### config.mk
export PLATFORM = sky130hd
export DESIGN_NAME = vid_packetizer
export DESIGN_NICKNAME = d
export VERILOG_FILES = /design/src/rtl/vid_packetizer.sv
export SDC_FILE = /design/constraint.sdc
export NUM_CORES = 1
export LEC_CHECK = 0
export ABC_AREA = 1
export BUFFER_PORTS_ARGS = -buffer_cell sky130_fd_sc_hd__buf_2
export CORE_ASPECT_RATIO = 0.8
export CORE_MARGIN = 2
export CORE_UTILIZATION = 50
export CTS_CLUSTER_SIZE = 25
export DETAILED_ROUTE_END_ITERATION = 16
export PLACE_DENSITY = 0.72
export SLEW_MARGIN = 30
export SYNTH_ARGS = -nofsm -noshare
export SYNTH_HDL_FRONTEND = slang
export SYNTH_SLANG_ARGS = --single-unit
### constraint.sdc
create_clock -name pixel_clock -period 3.75 [get_ports pixel_clock]
set_input_delay 0.1875 -clock pixel_clock [delete_from_list [all_inputs] [get_ports pixel_clock]]
set_output_delay 0.1875 -clock pixel_clock [all_outputs]
set_load 0.05 [all_outputs]
### src/rtl/vid_packetizer.sv
// Avalon-ST Video packetizer: turns a raw ready/valid pixel stream into an
// optional control packet (frame size) followed by a video data packet.
module vid_packetizer #(
  parameter int BPC       = 10,
  parameter int CHANNELS  = 3,
  parameter int W_BITS    = 12,
  parameter int H_BITS    = 12,
  parameter bit SEND_CTRL = 1'b1
) (
  input  logic                       pixel_clock,
  input  logic                       pixel_resetn,
  input  logic                       enable,
  input  logic [W_BITS-1:0]          cfg_width,
  input  logic [H_BITS-1:0]          cfg_height,
  input  logic [BPC*CHANNELS-1:0]    s_data,
  input  logic                       s_valid,
  output logic                       s_ready,
  output logic [BPC*CHANNELS-1:0]    m_data,
  output logic                       m_startofpacket,
  output logic                       m_endofpacket,
  output logic                       m_empty,
  output logic                       m_valid,
  input  logic                       m_ready,
  output logic                       busy,
  output logic                       frame_done,
  output logic [15:0]                frame_count
);

  localparam int DW = BPC * CHANNELS;
  // Control body carries 9 nibbles, CHANNELS of them per beat.
  localparam int NB = (9 + CHANNELS - 1) / CHANNELS;
  localparam logic [3:0] BEAT_LAST = 4'(NB - 1);

  typedef enum logic [2:0] {
    IDLE,
    CTRL_HDR,
    CTRL_BODY,
    VID_HDR,
    VID_DATA
  } state_e;

  state_e             state_q, state_d, phase;
  logic [W_BITS-1:0]  w_q, w_d, x_q, x_d;
  logic [H_BITS-1:0]  h_q, h_d, y_q, y_d;
  logic [3:0]         beat_q, beat_d;
  logic               last_in_q, last_in_d;
  logic [DW-1:0]      m_data_q, m_data_d;
  logic               m_sop_q, m_sop_d;
  logic               m_eop_q, m_eop_d;
  logic               m_valid_q, m_valid_d;
  logic               frame_done_q, frame_done_d;
  logic [15:0]        frame_count_q, frame_count_d;

  logic slot_free, s_rdy, start, eop_hs, x_last, y_last;

  function automatic logic [3:0] ctrl_nibble(input int idx, input logic [15:0] w,
                                             input logic [15:0] h);
    logic [3:0] n;
    case (idx)
      0:       n = w[15:12];
      1:       n = w[11:8];
      2:       n = w[7:4];
      3:       n = w[3:0];
      4:       n = h[15:12];
      5:       n = h[11:8];
      6:       n = h[7:4];
      7:       n = h[3:0];
      8:       n = 4'h3;
      default: n = 4'h0;
    endcase
    return n;
  endfunction

  assign slot_free = !m_valid_q || m_ready;
  assign start     = enable && (cfg_width != '0) && (cfg_height != '0);
  // Once the last pixel is in the output register no further input is taken.
  assign s_rdy     = (state_q == VID_DATA) && slot_free && !last_in_q;
  assign eop_hs    = (state_q == VID_DATA) && last_in_q && m_valid_q && m_ready;
  assign x_last    = (x_q == w_q - 1'b1);
  assign y_last    = (y_q == h_q - 1'b1);

  always_comb begin
    // NOTE: every signal gets a default first so no path through this block infers a latch.
    state_d       = state_q;
    w_d           = w_q;
    h_d           = h_q;
    x_d           = x_q;
    y_d           = y_q;
    beat_d        = beat_q;
    last_in_d     = last_in_q;
    m_data_d      = m_data_q;
    m_sop_d       = m_sop_q;
    m_eop_d       = m_eop_q;
    m_valid_d     = m_valid_q;
    frame_done_d  = 1'b0;
    frame_count_d = frame_count_q;
    phase         = state_q;

    if (eop_hs) begin
      frame_done_d  = 1'b1;
      frame_count_d = frame_count_q + 16'd1;
      phase         = IDLE;
    end
    // Starting a frame falls straight into the header phase so the header
    // loads this cycle: no bubble after IDLE or between packets.
    if ((state_q == IDLE || eop_hs) && start) begin
      w_d   = cfg_width;
      h_d   = cfg_height;
      phase = SEND_CTRL ? CTRL_HDR : VID_HDR;
    end

    if (slot_free) m_valid_d = 1'b0;
    state_d = phase;

    case (phase)
      CTRL_HDR: begin
        if (slot_free) begin
          m_valid_d     = 1'b1;
          m_data_d      = '0;
          m_data_d[3:0] = 4'hF;
          m_sop_d       = 1'b1;
          m_eop_d       = 1'b0;
          beat_d        = '0;
          state_d       = CTRL_BODY;
        end
      end
      CTRL_BODY: begin
        if (slot_free) begin
          m_valid_d = 1'b1;
          m_data_d  = '0;
          for (int c = 0; c < CHANNELS; c++) begin
            m_data_d[c*BPC +: BPC] = BPC'(ctrl_nibble(int'(beat_q) * CHANNELS + c,
                                                      16'(w_q), 16'(h_q)));
          end
          m_sop_d = 1'b0;
          m_eop_d = (beat_q == BEAT_LAST);
          if (beat_q == BEAT_LAST) state_d = VID_HDR;
          else                     beat_d  = beat_q + 4'd1;
        end
      end
      VID_HDR: begin
        if (slot_free) begin
          m_valid_d = 1'b1;
          m_data_d  = '0;
          m_sop_d   = 1'b1;
          m_eop_d   = 1'b0;
          x_d       = '0;
          y_d       = '0;
          last_in_d = 1'b0;
          state_d   = VID_DATA;
        end
      end
      VID_DATA: begin
        if (s_valid && s_rdy) begin
          m_valid_d = 1'b1;
          m_data_d  = s_data;
          m_sop_d   = 1'b0;
          m_eop_d   = x_last && y_last;
          if (x_last) begin
            x_d = '0;
            if (y_last) last_in_d = 1'b1;
            else        y_d       = y_q + 1'b1;
          end else begin
            x_d = x_q + 1'b1;
          end
        end
      end
      default: ;
    endcase
  end

  always_ff @(posedge pixel_clock or negedge pixel_resetn) begin
    if (!pixel_resetn) begin
      state_q       <= IDLE;
      w_q           <= '0;
      h_q           <= '0;
      x_q           <= '0;
      y_q           <= '0;
      beat_q        <= '0;
      last_in_q     <= 1'b0;
      m_data_q      <= '0;
      m_sop_q       <= 1'b0;
      m_eop_q       <= 1'b0;
      m_valid_q     <= 1'b0;
      frame_done_q  <= 1'b0;
      frame_count_q <= '0;
    end else begin
      // NOTE: non-blocking so every flop samples the pre-edge values.
      state_q       <= state_d;
      w_q           <= w_d;
      h_q           <= h_d;
      x_q           <= x_d;
      y_q           <= y_d;
      beat_q        <= beat_d;
      last_in_q     <= last_in_d;
      m_data_q      <= m_data_d;
      m_sop_q       <= m_sop_d;
      m_eop_q       <= m_eop_d;
      m_valid_q     <= m_valid_d;
      frame_done_q  <= frame_done_d;
      frame_count_q <= frame_count_d;
    end
  end

  assign s_ready         = s_rdy;
  assign m_data          = m_data_q;
  assign m_startofpacket = m_sop_q;
  assign m_endofpacket   = m_eop_q;
  assign m_empty         = 1'b0;
  assign m_valid         = m_valid_q;
  assign busy            = (state_q != IDLE);
  assign frame_done      = frame_done_q;
  assign frame_count     = frame_count_q;

endmodule

==> impl_metrics.tcl <==
set metrics [dict create \
    ys_seq_area_share_pct 36.6 \
    max_cap_viol_count 0 \
    worst-path-max-fanout 23 \
    critPathRequiredTime_ns 4.05 \
    ys_types 50 \
    timing.final.setup_violations 0 \
    worst_hold_startpoint "s_data[15]" \
    post-route-min-period_ns 3.24 \
    timing_max_transition_violations_final 0 \
    hpwl_mm 14.7 \
    crit_path_cell_trace "ha_1 > fa_1 > ha_1 > inv_1 > nor2_1 > nand3_1 > nor2_1 > nor2_2 > nand3_1 > nor2_1 > nor2_1 > nand2_1 > nand2_1 > nand2_1 > nand2_1 > nand2_1" \
    groute.usage.overall_pct 24.8 \
    most_repeated_cell_in_the_gate_level_netlist_after_synthesis "sky130_fd_sc_hd__nand2_1" \
    die_width_microns 139 \
    outcome "finished clean" \
    p_int_mw 3.07 \
    port_buffers 110 \
    hold_viol 0 \
    worst_slew_pin_slew_ns 0.750 \
    postSynthCellCount 988 \
    preCtsSetupSlack_ns 0.552 \
    powerDensity_nw_per_um2 795 \
    post-synth-top-area-cell "sky130_fd_sc_hd__dfrtp_1" \
    synth.top_cell.area_share_pct 36.6 \
    num-fill-cells 1369 \
    timing.fmax_mhz 308 \
    h-tree-depth 3 \
    cp.arrival_ns 3.54 \
    die_y_microns 112 \
    worst_slew_margin_rel_pct 49.9 \
    post_drt_via_cell_ratio 5.22 \
    drt-initial-drc-count 568 \
    hold_ws_ns 0.0741 \
    antenna_found_initial 0 \
    netlist_area_pre_place_sq_um 7250 \
    post_synth_main_area_contributors "sky130_fd_sc_hd__dfrtp_1, sky130_fd_sc_hd__nand2_1, sky130_fd_sc_hd__nor2_1, sky130_fd_sc_hd__nand3_1, sky130_fd_sc_hd__inv_1" \
    drt_pass1_iterations 5 \
    finalClockSkew_ns 0.00575 \
    totalWireLength_mm 18.9 \
    cts.clk_slew.worst_paths_ns 0.07 \
    post_synthesis_sequential_element_count 106 \
    cts-buffers-inserted 9 \
    finalCritPeriodShare_pct 86.5 \
    cts.repair_timing.setup_buffer_count 0 \
    worstSetupEndpointType "register" \
    grt_first_pass_wirelength_mm 31.0 \
    clock_sink_count 106 \
    syn-num-nets 1066 \
    layout_cells_sized_above_1_pct 20.7 \
    worst_ir_drop_vdd_mv 0.488 \
    share_of_synthesized_registers_carrying_an_async_set_or_reset_pct 100 \
    power.leakage_nw 4.22 \
    initial_core_util_pct 51.0 \
    first_global_vias 6038 \
    detail-route-antenna-nets 0 \
    crit_path_max_incr_delay_ns 0.60 \
    final_cell_area_sq_um 8210 \
    aggregate_negative_setup_slack_ns 0 \
    critPathMostFrequentCell "sky130_fd_sc_hd__nand2_1" \
    tritoncts "done" \
    clkPwrFrac_pct 15.1 \
    start_kind "register" \
    antenna_cells 0 \
    power.net_switching_mw 3.45 \
    num_io_pins 112 \
    postSynth.topFlopCell "sky130_fd_sc_hd__dfrtp_1" \
    layout_setup_ws_ns 0.508 \
    grt_setup_unrepaired "no" \
    die_area_sq_um 15500 \
    worstSetupPathType "reg2reg" \
    switching_part_of_the_total_power_pct 52.9 \
    design.core.area_sq_um 14200 \
    num_rows 39 \
    dr_total_vias 6663 \
    regToRegStartpoint "beat_q[1]$_DFFE_PN0P_" \
    cell_chosen_for_the_clock_root "sky130_fd_sc_hd__clkbuf_16" \
    grt_max_degree 51 \
    clk-insertion-delay-late_ns 0.36 \
    finalWeightedCongestion 1.01 \
    synth_enable_flop_cells 0 \
    nNetsFinal 1166 \
    synth_warnings 0 \
    seq_power_share_pct 29.6 \
    gr-total-overflow 0 \
    post_synth.cell_area_avg_sq_um 7.33 \
    syn_to_final_growth_pct 13.3 \
    crit_path_from "beat_q[1]$_DFFE_PN0P_" \
    post_synth_most_frequent_cells "sky130_fd_sc_hd__nand2_1, sky130_fd_sc_hd__nor2_1, sky130_fd_sc_hd__dfrtp_1, sky130_fd_sc_hd__inv_1, sky130_fd_sc_hd__nand3_1" \
    routedWlPerCell_microns 14.8 \
    share_comb_of_total_power_pct 55.2 \
    post-route-drc-count 0 \
    placedInstanceArea_sq_um 7900 \
    worst_case_clock_buffer_depth 2 \
    critical_path.slowest_cell "sky130_fd_sc_hd__nor2_2" \
    min_delay_worst_type "in2reg" \
]
[area by class of cell]
| type | count | area (sq um) | area share, % |
|---|---|---|---|
| inverter | 113 | 427 | 5.20 |
| multi-input combinational | 739 | 3970 | 48.4 |
| sequential | 106 | 2650 | 32.3 |
| timing repair buffer | 119 | 623 | 7.59 |
| clock inverter | 4 | 58.8 | 0.716 |
| tap | 184 | 230 | 2.80 |
| clock buffer | 12 | 246 | 3.00 |
[cell families after synthesis]
| kind of cell | share of synthesized area (%) |
|---|---|
| adders and majority gates | 3.38 |
| other | 0.0517 |
| and+or+nand+nor | 36.4 |
| AOI/OAI and AO/OA | 8.37 |
| xor gates and xnor gates | 6.63 |
| buffers and inverters | 8.58 |
| DFF | 36.6 |
[timing repair]
item / in CTS / in global routing
setup endpoints to repair: 0 / 0
resized for setup: 0 / 0
endpoints found under the hold margin: 48 / 0
hold buffers: 1 / 0
[final timing paths]
check / depth (start not counted) / slack, ns / end
max: 16 / 0.51 / m_data[13]$_DFFE_PN0P_
min: 3 / 0.07 / m_data[15]$_DFFE_PN0P_
max reg2reg: 16 / 0.51 / m_data[13]$_DFFE_PN0P_
min reg2reg: 1 / 0.48 / frame_count[15]$_DFFE_PN0P_
max in group asynchronous: 3 / 2.52 / y_q[3]$_DFFE_PN0P_
min in group asynchronous: 2 / 0.39 / h_q[2]$_DFFE_PN0P_
[power by group through the flow]
| stage | Clock (mW) | Sequential (mW) | Combinational (mW) |
|---|---|---|---|
| final | 0.986 | 1.93 | 3.60 |
| after detailed placement | 0 | 1.93 | 3.57 |
| after global placement | 0 | 1.93 | 3.54 |
| after CTS | 1.01 | 1.92 | 3.59 |
| after global routing | 1.06 | 1.97 | 4.01 |
| after floorplan | 0 | 2.13 | 2.55 |
[layer usage]
layer	vias to the layer above	wire length [microns]	global-route usage, %
li1	3374	-	-
met1	3064	9220	36.7
met2	197	8070	37.3
met3	28	1170	4.04
met4	0	408	7.82
met5	-	0	0
[through the flow]
| stage | utilization, % | std cells | total power, mW |
|---|---|---|---|
| after floorplan | - | 988 | 4.69 |
| after global placement | 55.6 | 1260 | 5.47 |
| after detailed placement | 55.6 | 1260 | 5.51 |
| after CTS | 57.8 | 1277 | 6.51 |
| after global routing | 57.8 | 1277 | 7.03 |
| final | 57.8 | 1277 | 6.52 |
[state kept, by name (all words and copies together) (netlist names), 3 cells and up]
signal and count:
m_data 30, frame_count 16, h_q 12, w_q 12
x_q 12, y_q 12, beat_q 4, state_q 3
[cells in the final DEF (no fill, tap or decap), types with 8 or more instances in the layout]
| cell | count |
|---|---|
| sky130_fd_sc_hd__nand2_2 | 19 |
| sky130_fd_sc_hd__xor2_1 | 38 |
| sky130_fd_sc_hd__dfrtp_1 | 106 |
| sky130_fd_sc_hd__clkbuf_16 | 9 |
| sky130_fd_sc_hd__nand2_1 | 256 |
| sky130_fd_sc_hd__inv_1 | 96 |
| sky130_fd_sc_hd__o21ai_0 | 34 |
| sky130_fd_sc_hd__buf_2 | 109 |
| sky130_fd_sc_hd__nand4_1 | 41 |
| sky130_fd_sc_hd__nor2_2 | 9 |
| sky130_fd_sc_hd__nand3_1 | 73 |
| sky130_fd_sc_hd__o21ai_1 | 16 |
| sky130_fd_sc_hd__buf_4 | 9 |
| sky130_fd_sc_hd__nor2_1 | 109 |
| sky130_fd_sc_hd__inv_2 | 16 |
| sky130_fd_sc_hd__nor3_1 | 15 |
| sky130_fd_sc_hd__o21ai_2 | 15 |
| sky130_fd_sc_hd__ha_1 | 18 |
| sky130_fd_sc_hd__a21oi_1 | 18 |
| sky130_fd_sc_hd__or2_2 | 8 |
| sky130_fd_sc_hd__xnor2_1 | 15 |
[worst max-delay path: cells and delay by family, from the launching register on]
family / cells / cell delay (ns)
AND/OR/NAND/NOR: 12 / 1.46
flip-flops: 1 / 0.49
buffers and inverters: 1 / 0.10
adder cells (fa/ha/maj): 3 / 1.11
No activity file was read; power rests on OpenSTA's default activity.
